--- src/rtl/pc_pkg.sv ---
// Shared definitions for the program-counter sequencer: default vectors
// and the next-PC source encoding.
package pc_pkg;

  localparam logic [31:0] DEFAULT_RESET_VECTOR = 32'h0000_0000;
  localparam logic [31:0] DEFAULT_EXC_VECTOR   = 32'h8000_0180;

  typedef enum logic [2:0] {
    SEL_EXC,
    SEL_HOLD,
    SEL_REG,
    SEL_JUMP,
    SEL_BRANCH,
    SEL_SEQ
  } next_sel_e;

endpackage

--- src/rtl/return_address_stack.sv ---
// Circular return-address stack: push/pop/replace on the top entry,
// overwriting the oldest entry when pushed while full.
module return_address_stack #(
  parameter int unsigned WIDTH = 32,
  parameter int unsigned DEPTH = 4
) (
  input  logic                     clock,
  input  logic                     reset,
  input  logic                     push,
  input  logic                     pop,
  input  logic [WIDTH-1:0]         data,
  output logic [WIDTH-1:0]         top,
  output logic [$clog2(DEPTH):0]   count
);

  localparam int unsigned PTR_W = $clog2(DEPTH);
  localparam int unsigned CNT_W = PTR_W + 1;

  logic [WIDTH-1:0] mem [DEPTH];
  logic [PTR_W-1:0] ptr;
  logic [PTR_W-1:0] ptr_inc;
  logic             do_pop;

  assign ptr_inc = ptr + PTR_W'(1);
  assign top     = mem[ptr];
  assign do_pop  = pop && (count != '0);

  always_ff @(posedge clock) begin
    if (!reset) begin
      ptr   <= '0;
      count <= '0;
    end else if (push && do_pop) begin
      ptr   <= ptr;
    end else if (push) begin
      ptr <= ptr_inc;
      if (count != CNT_W'(DEPTH))
        count <= count + CNT_W'(1);
    end else if (do_pop) begin
      ptr   <= ptr - PTR_W'(1);
      count <= count - CNT_W'(1);
    end
  end

  // Storage is not reset; a simultaneous pop+push rewrites the current top.
  always_ff @(posedge clock) begin
    if (reset) begin
      if (push && do_pop)
        mem[ptr] <= data;
      else if (push)
        mem[ptr_inc] <= data;
    end
  end

endmodule

--- src/rtl/pc_sequencer.sv ---
// Architectural PC register and next-PC selection for instruction fetch,
// with exception vectoring, misaligned-target trapping and a return-address stack.
module pc_sequencer
  import pc_pkg::*;
#(
  parameter int unsigned        WIDTH        = 32,
  parameter logic [WIDTH-1:0]   RESET_VECTOR = WIDTH'(DEFAULT_RESET_VECTOR),
  parameter logic [WIDTH-1:0]   EXC_VECTOR   = WIDTH'(DEFAULT_EXC_VECTOR),
  parameter int unsigned        RAS_DEPTH    = 4
) (
  input  logic                         clock,
  input  logic                         reset,
  input  logic                         stall,
  input  logic                         branch_taken,
  input  logic [15:0]                  branch_offset,
  input  logic                         jump,
  input  logic [25:0]                  jump_index,
  input  logic                         jump_reg,
  input  logic                         is_ret,
  input  logic [WIDTH-1:0]             reg_target,
  input  logic                         call,
  input  logic                         exception,
  output logic [WIDTH-1:0]             pc,
  output logic [WIDTH-1:0]             pc_plus4,
  output logic [WIDTH-1:0]             epc,
  output logic                         addr_error,
  output logic [$clog2(RAS_DEPTH):0]   ras_count
);

  next_sel_e        sel;
  logic [WIDTH-1:0] ras_top;
  logic [WIDTH-1:0] reg_tgt;
  logic [WIDTH-1:0] jump_tgt;
  logic [WIDTH-1:0] branch_tgt;
  logic [WIDTH-1:0] next_pc;
  logic             ras_hit;
  logic             misaligned;
  logic             ras_en;
  logic             ras_push;
  logic             ras_pop;

  assign pc_plus4   = pc + WIDTH'(4);
  assign ras_hit    = is_ret && (ras_count != '0);
  assign reg_tgt    = ras_hit ? ras_top : reg_target;
  assign jump_tgt   = {pc_plus4[WIDTH-1:28], jump_index, 2'b00};
  assign branch_tgt = pc_plus4 + {{(WIDTH-18){branch_offset[15]}}, branch_offset, 2'b00};

  always_comb begin
    sel = SEL_SEQ;
    if (exception)         sel = SEL_EXC;
    else if (stall)        sel = SEL_HOLD;
    else if (jump_reg)     sel = SEL_REG;
    else if (jump)         sel = SEL_JUMP;
    else if (branch_taken) sel = SEL_BRANCH;
  end

  assign misaligned = (sel == SEL_REG) && (reg_tgt[1:0] != 2'b00);

  always_comb begin
    next_pc = pc_plus4;
    case (sel)
      SEL_EXC:    next_pc = EXC_VECTOR;
      SEL_HOLD:   next_pc = pc;
      SEL_REG:    next_pc = misaligned ? EXC_VECTOR : reg_tgt;
      SEL_JUMP:   next_pc = jump_tgt;
      SEL_BRANCH: next_pc = branch_tgt;
      default:    next_pc = pc_plus4;
    endcase
  end

  // RAS moves only on an edge that actually redirects without trapping.
  assign ras_en   = (sel != SEL_EXC) && (sel != SEL_HOLD) && !misaligned;
  assign ras_push = ras_en && call;
  assign ras_pop  = ras_en && jump_reg && ras_hit;

  return_address_stack #(
    .WIDTH (WIDTH),
    .DEPTH (RAS_DEPTH)
  ) u_ras (
    .clock (clock),
    .reset (reset),
    .push  (ras_push),
    .pop   (ras_pop),
    .data  (pc_plus4),
    .top   (ras_top),
    .count (ras_count)
  );

  always_ff @(posedge clock) begin
    if (!reset) begin
      pc         <= RESET_VECTOR;
      epc        <= '0;
      addr_error <= 1'b0;
    end else begin
      pc         <= next_pc;
      addr_error <= misaligned;
      if ((sel == SEL_EXC) || misaligned)
        epc <= pc;
    end
  end

endmodule
--- config.mk ---
export PLATFORM = sky130hd
export DESIGN_NAME = pc_sequencer
export DESIGN_NICKNAME = d
export VERILOG_FILES = /design/src/rtl/pc_pkg.sv /design/src/rtl/return_address_stack.sv /design/src/rtl/pc_sequencer.sv
export SDC_FILE = /design/constraint.sdc
export NUM_CORES = 1
export LEC_CHECK = 0
export ABC_AREA = 1
export ABC_CLOCK_PERIOD_IN_PS = 8600
export CAP_MARGIN = 20
export CORE_MARGIN = 2
export CORE_UTILIZATION = 59
export DETAILED_ROUTE_END_ITERATION = 7
export PLACE_DENSITY_LB_ADDON = 0.2
export SYNTH_ARGS = -nofsm -noshare
export SYNTH_HDL_FRONTEND = slang
export SYNTH_SLANG_ARGS = --single-unit
export TNS_END_PERCENT = 100
--- constraint.sdc ---
create_clock -name clock -period 8.6 [get_ports clock]
set_input_delay 1.72 -clock clock [delete_from_list [all_inputs] [get_ports clock]]
set_output_delay 1.72 -clock clock [all_outputs]
set_load 0.01 [all_outputs]
# [Yosys cells after proc, flatten, opt, wreduce, memory -nomap -nowiden]
# Memory sizes are Yosys's and may differ from the RTL's. A register that Yosys moved wholly into a read port is not among the register bits.
# Cells that the tools add are included.
# W data, S select, Z words.
[word_totals] ramBits=128 inputBits=83 out_inout_bits=100 latchBits=0 word_cells=64 memories=1 romBits=0 regBits=70
[memory_table] name="u_ras.mem" depth=4 width=32 rd=1 rd_clocked_by_memory_dff=1 wr=1 line_no="return_address_stack.sv:19" text="logic [WIDTH-1:0] mem [DEPTH];"
[classes] n_reduce_logical=19 n_mux=25 n_eq_ne=7 n_mul=0 shift=0 n_lt_le_gt_ge=0 n_addsub=6 div_mod_pow=0 bitwise=1
[op_table] cell="$pmux W32 S5" count=1
[op_table] cell="$mux W32" count=3
[op_table] cell="$add A32 B3 Y32 const B" count=1
[op_table] cell="$add A32 B32 Y32" count=1
[op_table] cell="$reduce_or A32 Y1" count=1
[op_table] cell="$mux W3" count=7
[op_table] cell="$mux W2" count=5
[op_table] cell="$logic_and A1 B1 Y1" count=9
[op_table] cell="$mux W1" count=9
[op_table] cell="$eq A3 B2 Y1 const B" count=2
[op_table] cell="$reduce_bool A3 Y1" count=2
[op_table] cell="$reduce_bool A2 Y1" count=2
[op_table] cell="$add A3 B1 Y3 const B" count=1
[op_table] cell="$eq A3 B1 Y1 const B" count=1
[op_table] cell="$eq A3 B3 Y1 const B" count=1
[op_table] cell="$logic_not A3 Y1" count=1
[op_table] cell="$ne A3 B1 Y1 const B" count=1
[op_table] cell="$ne A3 B3 Y1 const B" count=1
[op_table] cell="$reduce_and A3 Y1" count=1
[op_table] cell="$sub A3 B1 Y3 const B" count=1
[op_table] cell="$add A2 B1 Y2 const B" count=1
[op_table] cell="$ne A2 B2 Y1 const B" count=1
[op_table] cell="$reduce_and A2 Y1" count=1
[op_table] cell="$sub A2 B1 Y2 const B" count=1
[op_table] cell="3 further kinds" count=3

# [Depth between registers and ports, before layout]
# Gate-level depths: netlist of run 1.
[logic_depth] word_depth=18 mapped_depth=26 ltp_nobuf=26

# [By module]
# A second synthesis of run 1 with hierarchy kept.
[hier_totals] cells_unflattened=1422 hier_area_um2=11588.6
[by_module_without_submodules] module="pc_sequencer" area_per_inst_um2=6447.4 cells_each=1051 seq_area_each_um2=1301.2 instances=1
[by_module_without_submodules] module="return_address_stack" area_per_inst_um2=5141.2 cells_each=371 seq_area_each_um2=3983.8 instances=1

# [Worst setup path before layout of run 1]
# No wires, ideal clock.
[synth_path] path_kind="input to register" startpoint="input branch_taken" endpoint="memory u_ras.mem[1][0] (enable)" arrival_ps=5403 path_slack_ps=2736 path_stages=13 setup_time_ps=461 path_buffers=0 t_required_ps=8139 cell_sequence="inv_1 > o21ai_1 > nand2_2 > a21oi_2 > nand2_4 > nand3_2 > nor2_1 > inv_1 > ha_1 > nand2_1 > xnor2_1 > inv_1 > nor3_1"
[synth_via] elab_chain_len=18 elab_cells_between_ends=27 cone_classes="2 x eq/ne; 14 x mux; 11 x reduce/logical"
[synth_rtl] element="from (decl)" line_no="pc_sequencer.sv:14" text="input logic branch_taken,"
[synth_rtl] element="$mux W1 *" line_no="pc_sequencer.sv:54" text="else if (branch_taken) sel = SEL_BRANCH;"
[synth_rtl] element="$mux W3 *" line_no="pc_sequencer.sv:53" text="else if (jump) sel = SEL_JUMP;"
[synth_rtl] element="$mux W3 *" line_no="pc_sequencer.sv:52" text="else if (jump_reg) sel = SEL_REG;"
[synth_rtl] element="$mux W3 *" line_no="pc_sequencer.sv:51" text="else if (stall) sel = SEL_HOLD;"
[synth_rtl] element="$mux W3 *" line_no="pc_sequencer.sv:50" text="if (exception) sel = SEL_EXC;"
[synth_rtl] element="$eq A3 B2 Y1" line_no="pc_sequencer.sv:57" text="assign misaligned = (sel == SEL_REG) && (reg_tgt[1:0] != 2'b00);"
[synth_rtl] element="$logic_and A1 B1 Y1" line_no="pc_sequencer.sv:57"
[synth_rtl] element="$logic_not A1 Y1" line_no="pc_sequencer.sv:72" text="assign ras_en = (sel != SEL_EXC) && (sel != SEL_HOLD) && !misaligned;"
[synth_rtl] element="$logic_and A1 B1 Y1 *" line_no="pc_sequencer.sv:72"
[synth_rtl] element="$logic_and A1 B1 Y1 (2 in a row)" line_no="pc_sequencer.sv:74" text="assign ras_pop = ras_en && jump_reg && ras_hit;"
[synth_rtl] element="$logic_and A1 B1 Y1" line_no="return_address_stack.sv:26" text="assign do_pop = pop && (count != '0);"
[synth_rtl] element="$logic_and A1 B1 Y1" line_no="return_address_stack.sv:47" text="if (push && do_pop)"
[synth_rtl] element="$mux W1" line_no="return_address_stack.sv:47"
[synth_rtl] element="$mux W1" line_no="return_address_stack.sv:46" text="if (reset) begin"
[synth_rtl] element="$mux W1 (not written as such)" line_no="return_address_stack.sv:50" text="mem[ptr_inc] <= data;"
[synth_rtl] element="$reduce_or A32 Y1 (no line)"
[synth_rtl] element="$mux W2 (no line) / $mux W1 (equally long branches)"
[synth_rtl] element="to (decl)" line_no="return_address_stack.sv:19"
# Every way passes the cells marked *; elsewhere a longest branch is shown, timed or not.

# [Worst setup path after layout of run 1]
[layout_path] startpoint="input is_ret" endpoint="memory u_ras.mem[3][25] (enable)"
[layout_via] elab_chain_len=15 elab_cells_between_ends=21 cone_classes="10 x mux; 11 x reduce/logical"
[layout_rtl] element="from (decl)" line_no="pc_sequencer.sv:19" text="input logic is_ret,"
[layout_rtl] element="$logic_and A1 B1 Y1 *" line_no="pc_sequencer.sv:43" text="assign ras_hit = is_ret && (ras_count != '0);"
[layout_rtl] element="$mux W32" line_no="pc_sequencer.sv:44" text="assign reg_tgt = ras_hit ? ras_top : reg_target;"
[layout_rtl] element="$reduce_bool A2 Y1" line_no="pc_sequencer.sv:57"
[layout_rtl] element="$logic_and A1 B1 Y1" line_no="pc_sequencer.sv:57"
[layout_rtl] element="$logic_not A1 Y1" line_no="pc_sequencer.sv:72"
[layout_rtl] element="$logic_and A1 B1 Y1" line_no="pc_sequencer.sv:72"
[layout_rtl] element="$logic_and A1 B1 Y1 (2 in a row)" line_no="pc_sequencer.sv:74"
[layout_rtl] element="$logic_and A1 B1 Y1" line_no="return_address_stack.sv:26"
[layout_rtl] element="$logic_and A1 B1 Y1" line_no="return_address_stack.sv:47"
[layout_rtl] element="$mux W1" line_no="return_address_stack.sv:47"
[layout_rtl] element="$mux W1" line_no="return_address_stack.sv:46"
[layout_rtl] element="$mux W1 (not written as such)" line_no="return_address_stack.sv:50"
[layout_rtl] element="$reduce_or A32 Y1 (no line)"
[layout_rtl] element="$mux W2 (no line) / $mux W1 (equally long branches)"
# Marked as above.

==> results by group, run 1 <==
Floorplanning
  • Core Area: just under 20,000 um^2
  • Die footprint: roughly 21,000 um^2
  • Width of the die: 145.1 um
  • Top-level I/O count: 183
  • Initial Utilization: around three fifths
  • Die height: 145.1 um
  • Row cnt: just over 50

Drt
  • Post-DR vias/cell: slightly below 6
  • Drt pass-1 iters: 5
  • Via Count: 11,670
  • Drt total wl: 40,330 um
  • DRC Markers: 0
  • Antenna Violating Nets Remaining: 0
  • Starting DRT DRC Count: about 1,400
  • DR WL/cell: 20.09 um

Min path
  • Worst min path class: reg2reg
  • Hold_sp: epc[8]

Synthesis
  • Syn_nets: 1,688
  • Post-synth top flop: edfxtp_1
  • Share of the synthesized area in the top cell type: between 30% and 40%
  • Unique masters post-synth: 47
  • Top cells by area, synth: edfxtp_1 33%, nand2_1 15%, dfxtp_1 12%
  • Seq/Total Area, Yosys: 45.00%
  • Post-Syn Area: 11,740 um^2
  • Async set-or-reset flop fraction in the synthesized netlist: 0%
  • Syn Inst Count: roughly 1,600
  • Area leader, netlist: edfxtp_1
  • Synth warn: 0
  • FF+latch count, synth: 200
  • Number of synthesized flops with an enable pin: between 100 and 150
  • Synthesized area per cell: approximately 7.5 um^2

Global route
  • Initial antenna violation count: 0
  • Largest net degree at the start of global routing: 70
  • GRT Total Usage: 37.34%
  • First-pass GRT wire length: approximately 60,000 um
  • Total gr overflow: 0
  • Number of global-route vias before repair: about 11,000

Final layout
  • Most common cell after layout, fill and taps aside: nand2_1
  • Layout fillers: approximately 1,600
  • Layout cells sized above 1: about 5.2%
  • P&R area growth vs syn: 23.04%
  • # diodes: 0
  • Final nets: about 1,900
  • Commonest cells after routing, fill and taps aside: 461 x nand2_1, 185 x inv_1, 181 x clkdlybuf4s50_1

Timing
  • # setup viols final: 0
  • Crit share post-route: 62.63%
  • RSZ-0062 raised after global routing: no
  • Final Hold Fails: 0
  • Min Tclk post-route: ~5400 ps
  • Clock skew: around 23 ps
  • Least-Margin Pin Slew: roughly 1100 ps
  • Hold_ws: slightly above 500 ps
  • Max transition margin: 28.56%
  • Peak Freq: approximately 190 MHz
  • Setup_tns: 0 ps
  • Slew Limit Fails: 0

Worst setup path
  • Worst path required time: roughly 8700 ps
  • CP peak stage delay: between 400 and 500 ps
  • Crit-path most repeated cell: buf_4
  • Critical path endpoint category: register
  • Critical Setup Path Class: in2reg
  • CP cell instances: clkdlybuf4s50_1 > nand2_2 > buf_4 > clkinv_1 > buf_4 > nand3_2 > nand2_4 > nand3_2 > nor2_1 > inv_1 > ha_1 > nand2_1 > xnor2_1 > inv_1 > nor3_2 > buf_4
  • Nature of the critical path startpoint: input port
  • Cell family with most CP delay: buffers and inverters
  • Reg-to-Reg Start: u_ras.count[1]
  • Critical Path Start: is_ret
  • Slowest-stage cell, CP: buf_4
  • CP bufs+invs: 7
  • CP Max Fanout: 37
  • Critical Path AT: roughly 5500 ps
  • Reg2reg setup slack: 4350 ps

Clock network
  • Clock buffer depth: 2
  • Resized cells post-CTS: 0
  • Worst-Skew Late Latency: 460 ps
  • TritonCTS Sinks: 200
  • H-tree level count: 4
  • Root Buffer: clkbuf_16
  • Worst-path clk slew: ~80 ps
  • CTS buffer count: 17
  • CTS tree: yes
  • Hold Buf Count CTS: 0
  • Post CTS Setup Buffer Count: 0

Pwr
  • Worst vdd ir: roughly 150 uV
  • Leakage: between 6 and 7 nW
  • Power per cell area: 170.6 nW/um^2

Placement
  • Port bufs: 182
  • Gpl congestion: ~1
  • DPL Wire Length: between 20,000 and 30,000 um

Run
  • Max cap viols: 0

Run status
  • Outcome: completed
-- layout make-up --
type	instances	area (um^2)	area share [%]
Clock buffer	17	425.4	2.944
Clock inverter	15	182.7	1.264
Inverter	196	735.7	5.091
Multi-Input combinational cell	1111	5474	37.88
Sequential cell	200	5286	36.58
Tap cell	265	331.6	2.295
Timing Repair Buffer	204	2014	13.94
-- layer usage --
layer	share of wire, %	GRT usage (%)	up-vias
met2	46	60.38	801
met1	38	50.36	5286
li1	-	-	5451
met5	0	0	-
met4	4.1	14.22	0
met3	12	6.761	130
-- sequential cells by signal, summed over array words and instances, names as in the netlist, named ones only --
signal and count:
addr_error 1, epc 32, pc 32, u_ras.count 3
u_ras.mem 128, u_ras.ptr 2
-- through the flow --
step / power [W] / std cells / instance area, um^2 / worst slack (ps) / utilization [%]
5_1_grt: 0.002544 / 2008 / 14450 / 2957 / 74.00
2_1_floorplan: 0.001395 / 1562 / 11740 / 2736 / -
6_report: 0.002466 / 2008 / 14450 / 3214 / 74.00
3_3_place_gp: 0.001619 / 1974 / 13790 / 3061 / 70.65
4_1_cts: 0.002445 / 2006 / 14400 / 3226 / 73.76
3_5_place_dp: 0.001627 / 1974 / 13790 / 2833 / 70.65
-- cell usage after synthesis (all sizes together), types with 3 or more instances --
| cell | instances |
|---|---|
| ha | 41 |
| a22oi | 6 |
| nand2 | 466 |
| o21ai | 78 |
| and2 | 4 |
| nand3 | 133 |
| edfxtp | 128 |
| o31ai | 3 |
| a31oi | 6 |
| o211ai | 3 |
| o21a | 3 |
| a22o | 3 |
| a21oi | 87 |
| nand3b | 8 |
| nand4 | 18 |
| clkbuf | 28 |
| nor2 | 171 |
| or2 | 7 |
| buf | 27 |
| o22ai | 7 |
| o221ai | 7 |
| nor3 | 18 |
| dfxtp | 72 |
| xor2 | 15 |
| o21bai | 6 |
| inv | 194 |
| xnor2 | 12 |
-- cell families (layout without fill, tap and decap cells) --
kind of cell	Yosys count	in the layout	synth area share, %
xor gates and xnor gates	27	27	2.014
and+or+nand+nor	826	826	29.42
DFF	200	200	45.00
adders and majority gates	43	43	4.709
AOI/OAI and AO/OA	215	215	10.32
buffers and inverters	251	432	8.534
-- worst register-to-register path, cell delays in order (launching register included) --
cell      delay (ps)
dfxtp_1          370
inv_1            110
nand3_1           90
nand2_2           70
buf_4            360
clkinv_1         340
buf_4            300
nand3_2          140
nand2_4          160
nand3_2          240
nor2_1           100
inv_1            100
ha_1             140
nand2_1          100
xnor2_1          300
inv_1            160
nor3_2           320
buf_4            460
-- power by group --
part	internal (W)	switching, W	total, W
registers	0.00105	0.0000369	0.00109
clock network	0.000400	0.000436	0.000836
logic	0.000208	0.000332	0.000540
-- worst paths after layout --
path	to	depth (start not counted)
worst max register to register	u_ras.mem[3][25]	17
worst min register to register	epc[8]	2
worst max-delay path	u_ras.mem[3][25]	16
worst min-delay path	epc[8]	2
Power figures use the tool's default switching activity.
==> run 2, diff against run 1 <==
--- a/config.mk
+++ b/config.mk
@@ -6,10 +6,10 @@
 export NUM_CORES = 1
 export LEC_CHECK = 0
 export ABC_AREA = 1
-export ABC_CLOCK_PERIOD_IN_PS = 8600
+export ABC_CLOCK_PERIOD_IN_PS = 4900
 export CAP_MARGIN = 20
 export CORE_MARGIN = 2
-export CORE_UTILIZATION = 59
+export CORE_UTILIZATION = 50
 export DETAILED_ROUTE_END_ITERATION = 7
 export PLACE_DENSITY_LB_ADDON = 0.2
 export SYNTH_ARGS = -nofsm -noshare
==> constraint.sdc (replaced) <==
create_clock -name clock -period 4.9 [get_ports clock]
set_input_delay 0.98 -clock clock [delete_from_list [all_inputs] [get_ports clock]]
set_output_delay 0.98 -clock clock [all_outputs]
set_load 0.01 [all_outputs]
==> results by group, run 2 (synthesis gave the netlist of run 1 again) <==
Clock network
  • Worst-path clk slew: 80 ps
  • Root Buffer: clkbuf_16
  • H-tree level count: 4
  • Worst-Skew Late Latency: roughly 440 ps
  • Post CTS Setup Buffer Count: 0
  • Resized cells post-CTS: 0
  • CTS buffer count: 17
  • CTS tree: yes
  • Hold Buf Count CTS: 0
  • TritonCTS Sinks: 200
  • Clock buffer depth: 2

Pwr
  • Power per cell area: 290.7 nW/um^2
  • Internal power: 0.002886 W
  • Worst vdd ir: around 210 uV
  • Leakage: between 6 and 7 nW
  • Sw Pwr: approximately 0.0013 W
  • Clock power frac: between 30% and 40%
  • Switching share of power: 31.35%
  • Combinational Power Share: 22.2%
  • Seq pwr share: a little under half
  • Overall power: around 0.0042 W

Final layout
  • # diodes: 0
  • Max reg flops: between 100 and 150
  • Layout Cells excl Fill: 2,063
  • Top flop regs: u_ras.mem x128, epc x32, pc x32
  • Design Area, Final: around 14,000 um^2
  • Most common cell after layout, fill and taps aside: nand2_1
  • Commonest cells after routing, fill and taps aside: 461 x nand2_1, 185 x inv_1, 181 x clkdlybuf4s50_1
  • P&R area growth vs syn: 23.16%
  • Layout cells sized above 1: between 5 and 6%
  • Top reg by flops: u_ras.mem
  • Final nets: between 1,500 and 2,000

Timing
  • Max transition margin: between 20% and 30%
  • Slew Limit Fails: 0
  • Final Hold Fails: 0
  • Least-Margin Pin Slew: 1116 ps
  • Peak Freq: roughly 230 MHz
  • Min Tclk post-route: approximately 4300 ps
  • RSZ-0062 raised after global routing: no
  • Clock skew: approximately 14 ps
  • # setup viols final: 0
  • Crit share post-route: 87.50%

Worst setup path
  • CP Max Fanout: 7
  • Worst path required time: between 3000 and 4000 ps
  • CP cell instances: ha_1 > nand3_1 > inv_1 > nand2_1 > nor2_2 > xor2_1 > clkdlybuf4s50_1
  • Slowest-stage cell, CP: xor2_1
  • Nature of the critical path startpoint: register
  • R2r worst-path depth: 23
  • Critical Setup Path Class: reg2out
  • Setup crit end: pc_plus4[12]
  • Reg-to-Reg Start: pc[2]
  • Critical path endpoint category: output pin
  • Critical Path AT: ~3300 ps
  • Critical Path Start: pc[2]
  • Reg-to-Reg End: pc[31]
  • Reg2reg setup slack: a little under 900 ps
  • CP peak stage delay: between 800 and 900 ps

Drt
  • Post-DR vias/cell: between 5 and 6
  • DRC Markers: 0
  • Antenna Violating Nets Remaining: 0
  • Starting DRT DRC Count: between 1,000 and 1,500
  • Drt pass-1 iters: 6
  • Drt total wl: roughly 40,000 um
  • DR WL/cell: between 15 and 20 um
  • Via Count: around 11,000

Global route
  • Total gr overflow: 0
  • Initial antenna violation count: 1
  • Met1 Usage GRT: around 43%
  • Gr busiest metal: met2
  • GRT Total Usage: between 30% and 40%
  • Grt met3 use: under 10%
  • Largest net degree at the start of global routing: between 60 and 70
  • First-pass GRT wire length: about 60,000 um
  • Met2 Usage GRT: between 50 and 60%
  • Number of global-route vias before repair: around 11,000

Floorplanning
  • Width of the die: between 150 and 200 um
  • Top-level I/O count: approximately 180
  • Initial Utilization: approximately 50%
  • Die footprint: around 25,000 um^2
  • Row cnt: 56
  • Core Area: approximately 23,000 um^2
  • Die height: 157.3 um

Placement
  • DPL Wire Length: roughly 29,000 um
  • Gpl congestion: 0.9942
  • Placed cell count: approximately 2,000
  • DP Area: about 14,000 um^2
  • Port bufs: between 150 and 200

Run status
  • Outcome: completed

Run
  • Max cap viols: 0

Min path
  • Worst min path class: reg2reg
## run 2: final cells by class
type / instances / area (um^2)
inverter: 196 / 735.7
clock inverter: 14 / 137.6
tap: 319 / 399.1
sequential: 200 / 5286
fill: 2097 / 8798
multi-input combinational: 1111 / 5474
clock buffer: 18 / 429.2
timing repair buffer: 205 / 2002
## run 2: metrics by stage
step / hold WS [ps] / setup slack [ps] / utilization [%] / setup TNS (ps)
floorplan: 522.3 / -224.3 / - / -18500
global placement: 478.5 / 559.9 / 59.74 / 0
detailed placement: 489.7 / 422.7 / 59.74 / 0
CTS: 510.2 / 699.0 / 62.18 / 0
global route: 526.6 / 514.6 / 62.18 / 0
finish: 506.7 / 612.7 / 62.18 / 0
## run 2: layer usage
layer | share of wire [%] | wire length [um]
met1 | 40 | 15890
met2 | 47 | 18520
met3 | 10 | 4047
met4 | 3.2 | 1262
met5 | 0.033 | 13
## run 2: worst min path at each step
stage               startpoint      end  slack [ps]  depth (start not counted)
global route           epc[22]  epc[22]         530                          2
floorplan                pc[1]    pc[1]         520                          2
finish                 epc[22]  epc[22]         510                          2
detailed placement      epc[8]   epc[8]         490                          2
CTS                     epc[8]   epc[8]         510                          2
global placement       epc[27]  epc[27]         480                          2
## run 2: power groups by stage
stage	combinational [W]	clock, W	sequential [W]
global route	0.00102	0.00144	0.00191
finish	0.000933	0.00136	0.00191
detailed placement	0.000914	0	0.00194
CTS	0.000922	0.00137	0.00191
floorplan	0.000508	0	0.00194
global placement	0.000904	0	0.00194
## run 2: worst max-delay path: cells and delay by family, from the launching register on
kind | cells | cell delay, ps
AND/OR/NAND/NOR | 3 | 490
buffers and inverters | 2 | 820
flip-flops | 1 | 440
XOR/XNOR | 1 | 890
adder cells (fa/ha/maj) | 1 | 240
==> run 3, diff against run 2 <==
--- a/config.mk
+++ b/config.mk
@@ -6,12 +6,13 @@
 export NUM_CORES = 1
 export LEC_CHECK = 0
 export ABC_AREA = 1
-export ABC_CLOCK_PERIOD_IN_PS = 4900
+export ABC_CLOCK_PERIOD_IN_PS = 3600
 export CAP_MARGIN = 20
 export CORE_MARGIN = 2
 export CORE_UTILIZATION = 50
 export DETAILED_ROUTE_END_ITERATION = 7
-export PLACE_DENSITY_LB_ADDON = 0.2
+export PLACE_DENSITY = 0.74
+export SLEW_MARGIN = 20
 export SYNTH_ARGS = -nofsm -noshare
 export SYNTH_HDL_FRONTEND = slang
 export SYNTH_SLANG_ARGS = --single-unit
==> constraint.sdc (replaced) <==
create_clock -name clock -period 3.6 [get_ports clock]
set_input_delay 0.72 -clock clock [delete_from_list [all_inputs] [get_ports clock]]
set_output_delay 0.72 -clock clock [all_outputs]
set_load 0.01 [all_outputs]
==> results by group, run 3 (synthesis gave the netlist of run 1 again) <==
Drt
  • DR WL/cell: 19.41 um
  • Met2 Routed Length: about 19,000 um
  • Via Count: between 10,000 and 15,000
  • Antenna Violating Nets Remaining: 0
  • Met1 wire length: around 16,000 um
  • Post-DR vias/cell: 5.475
  • Drt pass-1 iters: 7
  • Starting DRT DRC Count: around 1,100
  • Metal3 WL: approximately 4200 um
  • DRC Markers: 0
  • Drt total wl: between 40,000 and 50,000 um
  • Highest routed layer: met5

Clock network
  • Hold Buf Count CTS: 0
  • Clock buffer depth: 2
  • H-tree level count: 4
  • CTS buffer count: 17
  • Post CTS Setup Buffer Count: 0
  • CTS tree: yes
  • Root Buffer: clkbuf_16
  • Worst-Skew Late Latency: 440 ps
  • Worst-path clk slew: 80 ps
  • TritonCTS Sinks: 200

Placement
  • DP Area: roughly 14,000 um^2
  • Placed cell count: between 2,000 and 2,500
  • Pre-CTS setup slack: ~110 ps
  • Gpl congestion: between 0.9 and 1
  • DPL Wire Length: slightly above 30,000 um
  • Port bufs: about 180

Global route
  • Total gr overflow: 0
  • GRT Total Usage: between 30% and 40%
  • Number of global-route vias before repair: approximately 11,000
  • Largest net degree at the start of global routing: between 60 and 70
  • First-pass GRT wire length: between 60,000 and 70,000 um
  • Initial antenna violation count: 3

Final layout
  • Design Area, Final: around 15,000 um^2
  • Register area: 5298 um^2
  • Multi-input logic area: between 5000 and 6000 um^2
  • Layout Cells excl Fill: between 2,000 and 2,500
  • Top reg by flops: u_ras.mem
  • Final nets: between 1,500 and 2,000
  • Most common cell after layout, fill and taps aside: nand2_1
  • Layout cells sized above 1: 8.878%
  • Layout fillers: around 2,100
  • Max reg flops: around 130
  • Commonest cells after routing, fill and taps aside: 460 x nand2_1, 183 x inv_1, 180 x clkdlybuf4s50_1
  • Top flop regs: u_ras.mem x128, epc x32, pc x32
  • P&R area growth vs syn: 27.71%

Floorplanning
  • Core Area: between 20,000 and 25,000 um^2
  • Die footprint: between 20,000 and 25,000 um^2
  • Initial Utilization: between 50 and 60%
  • Width of the die: between 150 and 200 um
  • Row cnt: 56
  • Top-level I/O count: 183
  • Die height: about 160 um

Worst setup path
  • Slowest-stage cell, CP: clkdlybuf4s50_1
  • Critical Path Start: pc[9]
  • Reg-to-Reg Start: pc[9]
  • Critical Setup Path Class: reg2out
  • Crit-path most repeated cell: nand2_1
  • Critical path endpoint category: output pin
  • Worst path required time: roughly 2900 ps
  • CP cell instances: nand2_1 > nor2_1 > nand2_1 > nor2_4 > xor2_1 > buf_4 > clkdlybuf4s50_1
  • Critical Path AT: about 2800 ps
  • Reg-to-Reg End: pc[28]
  • Nature of the critical path startpoint: register
  • Setup crit end: pc_plus4[15]
  • CP peak stage delay: a little under 600 ps
  • CP Max Fanout: 8
  • Reg2reg setup slack: between 200 and 250 ps
  • R2r worst-path depth: 19

Timing
  • Slew Limit Fails: 0
  • # setup viols final: 0
  • Peak Freq: between 200 and 300 MHz
  • Min Tclk post-route: around 3500 ps
  • Least-Margin Pin Slew: 801.4 ps
  • Crit share post-route: between 90% and 100%
  • Fin worst setup slack: 89.38 ps
  • Hold_ws: 511.8 ps
  • Clock skew: 11.98 ps
  • Final Hold Fails: 0
  • Max transition margin: 46.01%

Run
  • Max cap viols: 0

Pwr
  • Power per cell area: ~400 nW/um^2
  • Leakage: between 6 and 7 nW
  • Worst vdd ir: around 260 uV

Run status
  • Outcome: completed

Min path
  • Worst min path class: reg2reg
-- run 3: changes by cell type in the layout (fill, tap and decap cells not counted), sizes merged --
cell           previous run  this run
dlymetal6s2s              0         1
clkinvlp                  2         1
diode                     0         1
bufinv                    0         1
buf                      24        71
clkdlybuf4s50           181       180
-- run 3: report_power, final --
group / total, W / switching (W) / internal [W]
clock: 0.00198 / 0.000960 / 0.00102
combinational: 0.00137 / 0.000826 / 0.000542
sequential: 0.00258 / 0.0000610 / 0.00252
total: 0.00593 / 0.00185 / 0.00408
-- run 3: cell type report --
| type | count | area share (%) |
|---|---|---|
| timing repair buffer | 252 | 16.05 |
| multi-input combinational | 1111 | 36.93 |
| sequential | 200 | 35.32 |
| clock inverter | 14 | 1.160 |
| antenna | 1 | 0.01668 |
| tap | 319 | 2.661 |
| clock buffer | 18 | 2.928 |
| inverter | 196 | 4.930 |
-- run 3: how the worst min path moves through the flow --
stage / start / to / depth (start not counted)
after CTS: epc[27] / epc[27] / 2
after floorplan: pc[1] / pc[1] / 2
after global placement: epc[27] / epc[27] / 2
after global routing: epc[6] / epc[6] / 2
final: epc[25] / epc[25] / 2
after detailed placement: epc[6] / epc[6] / 2
-- run 3: through the flow --
stage / setup TNS (ps) / power (W) / util, %
6_report: 0 / 0.005926 / 64.47
5_1_grt: -5.327 / 0.006145 / 64.46
4_1_cts: 0 / 0.005909 / 64.25
3_5_place_dp: 0 / 0.003959 / 61.55
3_3_place_gp: 0 / 0.003945 / 61.55
2_1_floorplan: -28140 / 0.003335 / -
-- run 3: layer usage --
| layer | GRT usage [%] | vias to the layer above |
|---|---|---|
| met5 | 0 | - |
| met1 | 44.87 | 5280 |
| met2 | 53.52 | 639 |
| li1 | - | 5543 |
| met4 | 11.86 | 2 |
| met3 | 6.525 | 94 |
-- run 3: critical path: cells and delay by family, from the launching register on --
family / cells / cell delay, ps
buffers and inverters: 2 / 860
and+or+nand+nor: 4 / 600
xor gates and xnor gates: 1 / 450
DFF: 1 / 450
-- run 3: timing repair --
item	in CTS	in global routing
setup endpoints to repair	6	23
resized for setup	6	18
gates cloned	0	0
